File: src/rtl/teng_pcs_pkg.sv
// Shared 10GBASE-R PCS definitions: sync headers, block type bytes,
// XGMII control characters, block classes and the RX decoder states.
package teng_pcs_pkg;

  // Sync headers
  localparam logic [1:0] SH_DATA = 2'b10;
  localparam logic [1:0] SH_CTRL = 2'b01;

  // Control block type bytes (payload bits [7:0])
  localparam logic [7:0] BT_IDLE   = 8'h1E;
  localparam logic [7:0] BT_START0 = 8'h78;
  localparam logic [7:0] BT_START4 = 8'h33;
  localparam logic [7:0] BT_TERM0  = 8'h87;
  localparam logic [7:0] BT_TERM1  = 8'h99;
  localparam logic [7:0] BT_TERM2  = 8'hAA;
  localparam logic [7:0] BT_TERM3  = 8'hB4;
  localparam logic [7:0] BT_TERM4  = 8'hCC;
  localparam logic [7:0] BT_TERM5  = 8'hD2;
  localparam logic [7:0] BT_TERM6  = 8'hE1;
  localparam logic [7:0] BT_TERM7  = 8'hFF;

  // XGMII characters
  localparam logic [7:0] XGMII_IDLE  = 8'h07;
  localparam logic [7:0] XGMII_START = 8'hFB;
  localparam logic [7:0] XGMII_TERM  = 8'hFD;
  localparam logic [7:0] XGMII_ERROR = 8'hFE;

  // Whole-column patterns
  localparam logic [63:0] COL_IDLE  = {8{XGMII_IDLE}};
  localparam logic [63:0] COL_ERROR = {8{XGMII_ERROR}};

  // Marker returned when a type byte is not a terminate type
  localparam logic [3:0] TERM_NONE = 4'hF;

  typedef enum logic [2:0] {
    BLK_C,
    BLK_S,
    BLK_D,
    BLK_T,
    BLK_E
  } blk_class_e;

  typedef enum logic [1:0] {
    RX_INIT,
    RX_C,
    RX_D,
    RX_E
  } rx_state_e;

  // Number of data bytes carried by a terminate block, TERM_NONE otherwise
  function automatic logic [3:0] term_data_bytes(input logic [7:0] type_byte);
    logic [3:0] n;
    case (type_byte)
      BT_TERM0: n = 4'd0;
      BT_TERM1: n = 4'd1;
      BT_TERM2: n = 4'd2;
      BT_TERM3: n = 4'd3;
      BT_TERM4: n = 4'd4;
      BT_TERM5: n = 4'd5;
      BT_TERM6: n = 4'd6;
      BT_TERM7: n = 4'd7;
      default:  n = TERM_NONE;
    endcase
    return n;
  endfunction

endpackage

File: src/rtl/rx_block_classify.sv
// Combinational 66b block classifier: maps sync header and type byte to a
// block class and builds the XGMII column the block decodes to when it is
// accepted by the receive state machine.
module rx_block_classify
  import teng_pcs_pkg::*;
(
  input  logic [1:0]  head_i,
  input  logic [63:0] data_i,
  output blk_class_e  blk_class_o,
  output logic [63:0] col_rxd_o,
  output logic [7:0]  col_rxc_o
);

  logic [7:0]  type_byte;
  logic [3:0]  term_n;
  logic [63:0] term_rxd;

  assign type_byte = data_i[7:0];
  assign term_n    = term_data_bytes(type_byte);

  // Classify the block from its header and, for control blocks, its type byte
  always_comb begin
    blk_class_o = BLK_E;
    if (head_i == SH_DATA) begin
      blk_class_o = BLK_D;
    end else if (head_i == SH_CTRL) begin
      if (type_byte == BT_IDLE) begin
        blk_class_o = BLK_C;
      end else if ((type_byte == BT_START0) || (type_byte == BT_START4)) begin
        blk_class_o = BLK_S;
      end else if (term_n != TERM_NONE) begin
        blk_class_o = BLK_T;
      end
    end
  end

  // Terminate column, one lane at a time: lanes below n carry payload byte
  // (lane+1), lane n carries the terminate character, higher lanes idle.
  genvar gi;
  generate
    for (gi = 0; gi < 8; gi++) begin : g_term_lane
      if (gi < 7) begin : g_with_data
        assign term_rxd[gi*8 +: 8] = (term_n > 4'(gi))  ? data_i[(gi+1)*8 +: 8] :
                                     (term_n == 4'(gi)) ? XGMII_TERM : XGMII_IDLE;
      end else begin : g_last
        assign term_rxd[gi*8 +: 8] = (term_n == 4'(gi)) ? XGMII_TERM : XGMII_IDLE;
      end
    end
  endgenerate

  // Select the decoded column for the block class; unknown blocks give an error column
  always_comb begin
    col_rxd_o = COL_ERROR;
    col_rxc_o = 8'hFF;
    case (blk_class_o)
      BLK_D: begin
        col_rxd_o = data_i;
        col_rxc_o = 8'h00;
      end
      BLK_C: begin
        col_rxd_o = COL_IDLE;
        col_rxc_o = 8'hFF;
      end
      BLK_S: begin
        if (type_byte == BT_START0) begin
          col_rxd_o = {data_i[63:8], XGMII_START};
          col_rxc_o = 8'h01;
        end else begin
          col_rxd_o = {data_i[63:40], XGMII_START, XGMII_IDLE, XGMII_IDLE,
                       XGMII_IDLE, XGMII_IDLE};
          col_rxc_o = 8'h1F;
        end
      end
      BLK_T: begin
        col_rxd_o = term_rxd;
        col_rxc_o = 8'hFF << term_n;
      end
      default: begin
        col_rxd_o = COL_ERROR;
        col_rxc_o = 8'hFF;
      end
    endcase
  end

endmodule

File: src/rtl/decode_66b_64b.sv
// 64b/66b receive decoder: one 66-bit block in, one XGMII column out, one
// cycle later. A receive state machine checks frame sequencing and replaces
// any out-of-sequence or malformed block with an error column.
// Optional macro DECODE_ERR_CNT_EN adds the saturating error counter and its
// clear input; without it err_cnt_o is held at zero.
module decode_66b_64b
  import teng_pcs_pkg::*;
#(
  parameter int ERR_CNT_W = 16
) (
  input  logic                 clk_i,
  input  logic                 rst_n_i,
  input  logic [63:0]          decode_data_i,
  input  logic [1:0]           decode_head_i,
  input  logic                 decode_data_vld_i,
  input  logic                 err_cnt_clr_i,
  output logic [63:0]          xgmii_rxd_o,
  output logic [7:0]           xgmii_rxc_o,
  output logic                 xgmii_rxd_vld_o,
  output logic                 decode_error_o,
  output logic [ERR_CNT_W-1:0] err_cnt_o
);

  blk_class_e  blk_class;
  logic [63:0] col_rxd;
  logic [7:0]  col_rxc;

  rx_state_e   state_q, state_d;
  logic        violation;

  logic [63:0] rxd_q, rxd_d;
  logic [7:0]  rxc_q, rxc_d;
  logic        vld_q, vld_d;
  logic        err_q, err_d;

  rx_block_classify u_classify (
    .head_i      (decode_head_i),
    .data_i      (decode_data_i),
    .blk_class_o (blk_class),
    .col_rxd_o   (col_rxd),
    .col_rxc_o   (col_rxc)
  );

  // Next receive state and sequencing-violation flag for each valid block
  always_comb begin
    state_d   = state_q;
    violation = 1'b0;
    if (decode_data_vld_i) begin
      case (state_q)
        RX_INIT, RX_C: begin
          if (blk_class == BLK_C) begin
            state_d = RX_C;
          end else if (blk_class == BLK_S) begin
            state_d = RX_D;
          end else begin
            violation = 1'b1;
          end
        end
        RX_D: begin
          if (blk_class == BLK_D) begin
            state_d = RX_D;
          end else if (blk_class == BLK_T) begin
            state_d = RX_C;
          end else begin
            violation = 1'b1;
          end
        end
        RX_E: begin
          // Any well-formed block re-synchronises the decoder
          if ((blk_class == BLK_C) || (blk_class == BLK_T)) begin
            state_d = RX_C;
          end else if ((blk_class == BLK_S) || (blk_class == BLK_D)) begin
            state_d = RX_D;
          end else begin
            violation = 1'b1;
          end
        end
        default: begin
          violation = 1'b1;
        end
      endcase
      if (violation) begin
        state_d = RX_E;
      end
    end
  end

  // Next output column: decoded block, error column on violation, hold when idle
  always_comb begin
    rxd_d = rxd_q;
    rxc_d = rxc_q;
    vld_d = decode_data_vld_i;
    err_d = 1'b0;
    if (decode_data_vld_i) begin
      if (violation) begin
        rxd_d = COL_ERROR;
        rxc_d = 8'hFF;
        err_d = 1'b1;
      end else begin
        rxd_d = col_rxd;
        rxc_d = col_rxc;
      end
    end
  end

  // Receive state register
  always_ff @(posedge clk_i or negedge rst_n_i) begin
    if (!rst_n_i) begin
      state_q <= RX_INIT;
    end else begin
      state_q <= state_d;
    end
  end

  // Output column registers; reset presents an idle column
  always_ff @(posedge clk_i or negedge rst_n_i) begin
    if (!rst_n_i) begin
      rxd_q <= COL_IDLE;
      rxc_q <= 8'hFF;
      vld_q <= 1'b0;
      err_q <= 1'b0;
    end else begin
      rxd_q <= rxd_d;
      rxc_q <= rxc_d;
      vld_q <= vld_d;
      err_q <= err_d;
    end
  end

  assign xgmii_rxd_o     = rxd_q;
  assign xgmii_rxc_o     = rxc_q;
  assign xgmii_rxd_vld_o = vld_q;
  assign decode_error_o  = err_q;

`ifdef DECODE_ERR_CNT_EN
  logic [ERR_CNT_W-1:0] err_cnt_q, err_cnt_d;

  // Saturating error-column count; clear wins over a same-cycle increment
  always_comb begin
    err_cnt_d = err_cnt_q;
    if (err_cnt_clr_i) begin
      err_cnt_d = '0;
    end else if (err_d && (err_cnt_q != {ERR_CNT_W{1'b1}})) begin
      err_cnt_d = err_cnt_q + {{(ERR_CNT_W-1){1'b0}}, 1'b1};
    end
  end

  // Error counter register
  always_ff @(posedge clk_i or negedge rst_n_i) begin
    if (!rst_n_i) begin
      err_cnt_q <= '0;
    end else begin
      err_cnt_q <= err_cnt_d;
    end
  end

  assign err_cnt_o = err_cnt_q;
`else
  logic unused_err_cnt_clr;

  assign unused_err_cnt_clr = err_cnt_clr_i;
  assign err_cnt_o          = '0;
`endif

endmodule

File: config.mk
export PLATFORM = sky130hd
export DESIGN_NAME = decode_66b_64b
export DESIGN_NICKNAME = d
export VERILOG_FILES = /design/src/rtl/teng_pcs_pkg.sv /design/src/rtl/rx_block_classify.sv /design/src/rtl/decode_66b_64b.sv
export SDC_FILE = /design/constraint.sdc
export NUM_CORES = 1
export LEC_CHECK = 0
export BUFFER_PORTS_ARGS = -buffer_cell sky130_fd_sc_hd__buf_2
export CAP_MARGIN = 5
export CORE_MARGIN = 2
export CORE_UTILIZATION = 30
export CTS_BUF_LIST = sky130_fd_sc_hd__clkbuf_16
export CTS_CLUSTER_SIZE = 30
export DETAILED_ROUTE_END_ITERATION = 7
export PLACE_DENSITY_LB_ADDON = 0.12
export RECOVER_POWER = 100
export SYNTH_ARGS = -nofsm -noshare
export SYNTH_HDL_FRONTEND = slang
export SYNTH_HIERARCHICAL = 1
export SYNTH_SLANG_ARGS = --single-unit
export TNS_END_PERCENT = 20
File: constraint.sdc
create_clock -name clk_i -period 1.5 [get_ports clk_i]
set_input_delay 0.3 -clock clk_i [delete_from_list [all_inputs] [get_ports clk_i]]
set_output_delay 0.3 -clock clk_i [all_outputs]
set_load 0.03 [all_outputs]
# Word-level counts from Yosys, hierarchy flattened
# Cells that the tools add are included.
[word_totals]
reg_bits = 76
input_bits = 70
output_inout_bits = 90
elab_cells = 97
[classes]
order_cmp = 7
n_eq_ne = 30
n_shift = 1
muxes = 46
n_reduce_logical = 8
[ops]
columns = ["op", "count"]
rows = [
  ["64-bit one-hot mux with 4 select lines", 1],
  ["8-bit 2-to-1 mux", 16],
  ["8-bit == test (second input constant)", 8],
  ["64-bit 2-to-1 mux", 1],
  ["40-bit 2-to-1 mux", 1],
  ["4-bit one-hot mux with 8 select lines", 1],
  ["8-bit one-hot mux with 3 select lines", 1],
  ["4-bit by 3-bit == test with 1-bit output (second input constant)", 4],
  ["4-bit != test (second input constant)", 4],
  ["3-bit 2-to-1 mux", 5],
  ["2-bit 2-to-1 mux", 7],
  ["4-bit by 3-bit greater-than comparator with 1-bit output (second input constant)", 3],
  ["1-bit 2-to-1 mux", 10],
  ["4-bit by 2-bit == test with 1-bit output (second input constant)", 2],
  ["8-bit by 5-bit == test with 1-bit output (second input constant)", 1],
  ["8-bit by 6-bit == test with 1-bit output (second input constant)", 1],
  ["8-bit by 7-bit == test with 1-bit output (second input constant)", 1],
  ["4-bit by 1-bit greater-than comparator with 1-bit output (second input constant)", 2],
  ["4-bit by 2-bit greater-than comparator with 1-bit output (second input constant)", 2],
  ["8-bit by 4-bit << shifter with 8-bit output (first input constant)", 1],
  ["2-bit == test (second input constant)", 3],
  ["3-bit by 2-bit == test with 1-bit output (second input constant)", 2],
  ["2-bit one-hot mux with 3 select lines", 1],
  ["5-bit 2-to-1 mux", 1],
  ["other kinds (10)", 13],
]

# Longest topological paths before layout
[depth]
ltp_word = 17
mapped_depth = 11
depth_no_buf = 7

# Modules after synthesis
# Netlist, hierarchy kept.
[by_module_without_submodules]
columns = ["mod", "n_inst", "cells_per_inst", "area_each_um2", "seq_area_each_um2"]
rows = [
  ["decode_66b_64b", 1, 212, 2946.6, 1941.9],
  ["rx_block_classify", 1, 313, 1979.4, 0.0],
]

# Least setup slack after synthesis
# OpenSTA, ideal clock, no wires.
[synth_path]
path_type = "input to register"
start = "input decode_data_i[7]"
end = "register rxd_q[30], in the netlist xgmii_rxd_o[30]"
setup_ns = 0.121
t_arrival_ns = 2.764
t_required_ns = 1.379
path_slack_ns = -1.385
path_stages = 10
path_buffers = 3
path_cell_list = "buf_2 > and4bb_1 > o21a_2 > nor4_4 > o21ai_0 > nor2b_1 > or4b_1 > buf_4 > buf_6 > o22a_1"
[synth_between]
elab_chain_cells = 16
elab_cells_between_ends = 41
classes_between = "1 x order compare; 16 x eq/ne; 20 x mux; 4 x reduce/logical"
[synth_lines]
columns = ["item", "line", "rtl"]
rows = [
  ["from (decl)", "decode_66b_64b.sv:13", "input logic [63:0] decode_data_i,"],
  ["8-bit == test", "teng_pcs_pkg.sv:53", "case (type_byte)"],
  ["4-bit one-hot mux with 8 select lines", "teng_pcs_pkg.sv:53", ""],
  ["4-bit != test", "rx_block_classify.sv:31", "end else if (term_n != TERM_NONE) begin"],
  ["3-bit 2-to-1 mux", "rx_block_classify.sv:31", ""],
  ["3-bit 2-to-1 mux", "rx_block_classify.sv:29", "end else if ((type_byte == BT_START0) || (type_byte == BT_START4)) begin"],
  ["3-bit 2-to-1 mux *", "rx_block_classify.sv:27", "if (type_byte == BT_IDLE) begin"],
  ["3-bit 2-to-1 mux *", "rx_block_classify.sv:26", "end else if (head_i == SH_CTRL) begin"],
  ["3-bit 2-to-1 mux *", "rx_block_classify.sv:24", "if (head_i == SH_DATA) begin"],
  ["named net blk_class[1]", "decode_66b_64b.sv:24", "blk_class_e blk_class;"],
  ["3-bit by 1-bit == test with 1-bit output or 3-bit by 2-bit == test with 1-bit output (tied branches)", "n/a", ""],
  ["1-bit logical OR", "decode_66b_64b.sv:72", "end else if ((blk_class == BLK_S) || (blk_class == BLK_D)) begin"],
  ["1-bit 2-to-1 mux", "decode_66b_64b.sv:72", ""],
  ["1-bit 2-to-1 mux", "decode_66b_64b.sv:70", "if ((blk_class == BLK_C) || (blk_class == BLK_T)) begin"],
  ["1-bit one-hot mux with 3 select lines", "decode_66b_64b.sv:49", "case (state_q)"],
  ["1-bit 2-to-1 mux (2 in series)", "decode_66b_64b.sv:48", "if (decode_data_vld_i) begin"],
  ["64-bit 2-to-1 mux *", "decode_66b_64b.sv:95", "if (violation) begin"],
  ["to (signal assigned)", "decode_66b_64b.sv:123", "rxd_q <= rxd_d;"],
  ["to (decl)", "decode_66b_64b.sv:31", "logic [63:0] rxd_q, rxd_d;"],
]
# The timed path passes the listed nets; every way through them passes the cells marked *. The select of a mux whose other input is x is not followed.
# A chain may end at the register's enable or synchronous reset.

# Final worst setup path
[layout_path]
start = "input decode_data_i[1]"
end = "register rxd_q[22], in the netlist xgmii_rxd_o[22]"
# Same word-level chain as after synthesis.

==> impl_metrics.yaml <==
yosys:
  ys_seq_area_frac: 0.3942
  syn_area_per_cell_um2: 9.383
  syn-cell-area_um2: 4926
  synth-seq-cells: 76
  ys.flop_type: "dfrtp_1"
  synth_warnings: 6
  synth_cell_types: 67
  async_flop_share: 1.000
  synth_edf_count: 0
  synthCells: 525
placement:
  io_buffer_count: 142
  place_area_um2: 6465
  globalplace.congestion: 0.8569
  dp_hpwl_um: 13990
setup_path:
  start_kind: "input port"
  required_ns: 1.73
  crit_arrival_ns: 2.63
  path_max_fanout: 9
  cp-end-kind: "register"
  crit_type: "input port to register"
drt:
  drt_pre_antenna_iters: 5
  route.vias.total: 5127
  via_per_inst: 5.269
  avgRoutedWirePerCell_um: 19.11
  drc_errors: 0
  drt_iter0_markers: 382
  drt_wl_total_um: 18600
  ant_nets: 0
clocking:
  cts_inserted_buffers: 9
  cts_tree: "built"
  cts.sinks: 76
  cts_root_buf: "clkbuf_16"
  path_clk_slew_ns: 0.06
  cts_buffer_depth: 2
  insertion_delay_ns: 0.34
  cts-htree-levels: 3
die:
  coreArea_um2: 15940
  die_y_um: 132.1
  std_cell_rows: 46
  die_w_um: 132.1
  die_area_um2: 17460
  start_util: 0.3090
  io_pins: 160
sta:
  timing.fmax_mhz: 416.2
  setup_ws_ns: -0.9029
  period_share: 1.602
  fin_skew_ns: 0.007098
  tightest_slew_ns: 0.9847
  maxSlewViolCount: 0
  fin_crit_ns: 2.403
  rsz0062_at_grt: "true"
  max_slew_margin: 0.3435
  hold_viol: 0
  setup_viol: 80
power_and_ir_drop:
  peakVddDrop_mv: 0.5046
  pwr_density_cell_nw_per_um2: 754.7
  leakage_nw: 2.657
final_layout:
  fin_util: 0.4439
  drive_gt1_frac: 0.4199
  final_cell_area_um2: 7077
  area_growth_pct: 43.66
  layout.nets: 820
  final_common_cell: "buf_4"
  layout_common_cells: "101 x buf_4, 64 x o22a_1, 64 x buf_2, 60 x nand2_1, 44 x dfrtp_1"
run:
  maxCapViolCount: 0
outcome:
  failed_checks: "setup timing"
  status: "finished, violations left"
global_routing:
  antenna_found_initial: 2
  grt-ovfl-total: 0
  grt_max_degree: 48
  grt_usage: 0.2147
  grt_pass1_wl_um: 29330
  grt_pass1_vias: 5208
min_path:
  hold_class: "input port to register"
[worst max-delay path, stage by stage]
cell,delay [ns]
buf_12,0.11
buf_6,0.11
or4_4,0.50
a21oi_4,0.18
nor4_4,0.08
buf_4,0.15
a22oi_4,0.13
inv_2,0.06
or4b_4,0.53
buf_8,0.18
buf_12,0.14
o22a_1,0.16
[what timing repair did]
action,4_1_cts,5_1_grt
resized for setup,31,14
cloned,3,0
hold endpoints to repair,12,0
buffers inserted,9,0
setup endpoints to repair,75,75
pin swaps,36,6
hold buffers,1,0
[final cells by class]
| class | instances | area [um2] |
|---|---|---|
| clock inverter | 7 | 66.31 |
| fill | 1650 | 8866 |
| multi-input combinational | 377 | 2705 |
| antenna | 2 | 5.005 |
| sequential | 76 | 1942 |
| inverter | 25 | 93.84 |
| clock buffer | 9 | 225.2 |
| tap | 216 | 270.3 |
| timing repair buffer | 261 | 1769 |
[registers in the layout (all words and copies together) (netlist names)]
signal / flops
xgmii_rxd_o: 64
xgmii_rxc_o: 8
state_q: 2
decode_error_o: 1
xgmii_rxd_vld_o: 1
[worst paths after layout]
check	slack, ns	to	from	depth (start not counted)
max	-0.90	xgmii_rxd_o[22]	decode_data_i[1]	12
min	0.30	xgmii_rxd_o[58]	decode_data_i[58]	3
max reg2reg	-0.22	xgmii_rxd_o[22]	state_q[1]	5
min reg2reg	0.48	xgmii_rxd_o[24]	xgmii_rxd_o[24]	2
max in group asynchronous	0	xgmii_rxd_o[26]	rst_n_i	3
min in group asynchronous	0.64	xgmii_rxd_o[3]	rst_n_i	2
[power breakdown]
group          leakage [nW]  total [mW]  switching (mW)  internal (mW)
Sequential            0.730        2.12          0.0223           2.10
Clock                 0.151        2.19           0.905           1.28
Combinational          1.78        1.03           0.621          0.411
[synthesized netlist by cell type, drive strengths merged, types with 4 or more instances]
master	count	area, um2
o22a	64	560.5
nand2	61	231.5
o211ai	47	396.6
buf	46	349.1
dfrtp	44	1101
nor2	40	157.6
dfstp	32	840.8
a21oi	26	160.2
inv	25	93.84
clkbuf	16	60.06
nand3	15	75.07
o21ai	14	70.07
nor4bb	11	116.4
o2111ai	9	78.83
o22ai	9	56.30
a21o	5	45.04
nor3	5	30.03
o21a	5	40.04
and4bb	4	53.80
nand2b	4	25.02
nand4	4	31.28
[kinds of logic after synthesis]
logic type,share of synthesized area
buffers and inverters,0.1021
other,0.0007613
AOI/OAI and AO/OA,0.3259
DFF,0.3942
and+or+nand+nor,0.1770
[stage by stage]
stage / total power [mW] / cells / hold WS (ns) / setup TNS, ns / worst slack [ns]
detailed placement: 3.111 / 942 / 0.1824 / -102.20 / -1.427
global route: 5.578 / 971 / 0.3129 / -74.80 / -0.9436
global placement: 3.103 / 942 / 0.1809 / -101.71 / -1.402
floorplan: 2.711 / 540 / 0.004409 / -89.18 / -1.233
finish: 5.341 / 973 / 0.2976 / -64.58 / -0.9029
CTS: 5.381 / 971 / 0.2891 / -67.19 / -0.9434
[per-layer routing]
metal	track usage	vias up	part of all wire
met5	0	-	0.00059
met4	0.05978	2	0.016
met3	0.05459	24	0.067
met2	0.3409	161	0.46
met1	0.2899	2538	0.45
li1	-	2402	-
Note: power is estimated with default switching activity, not from simulation.
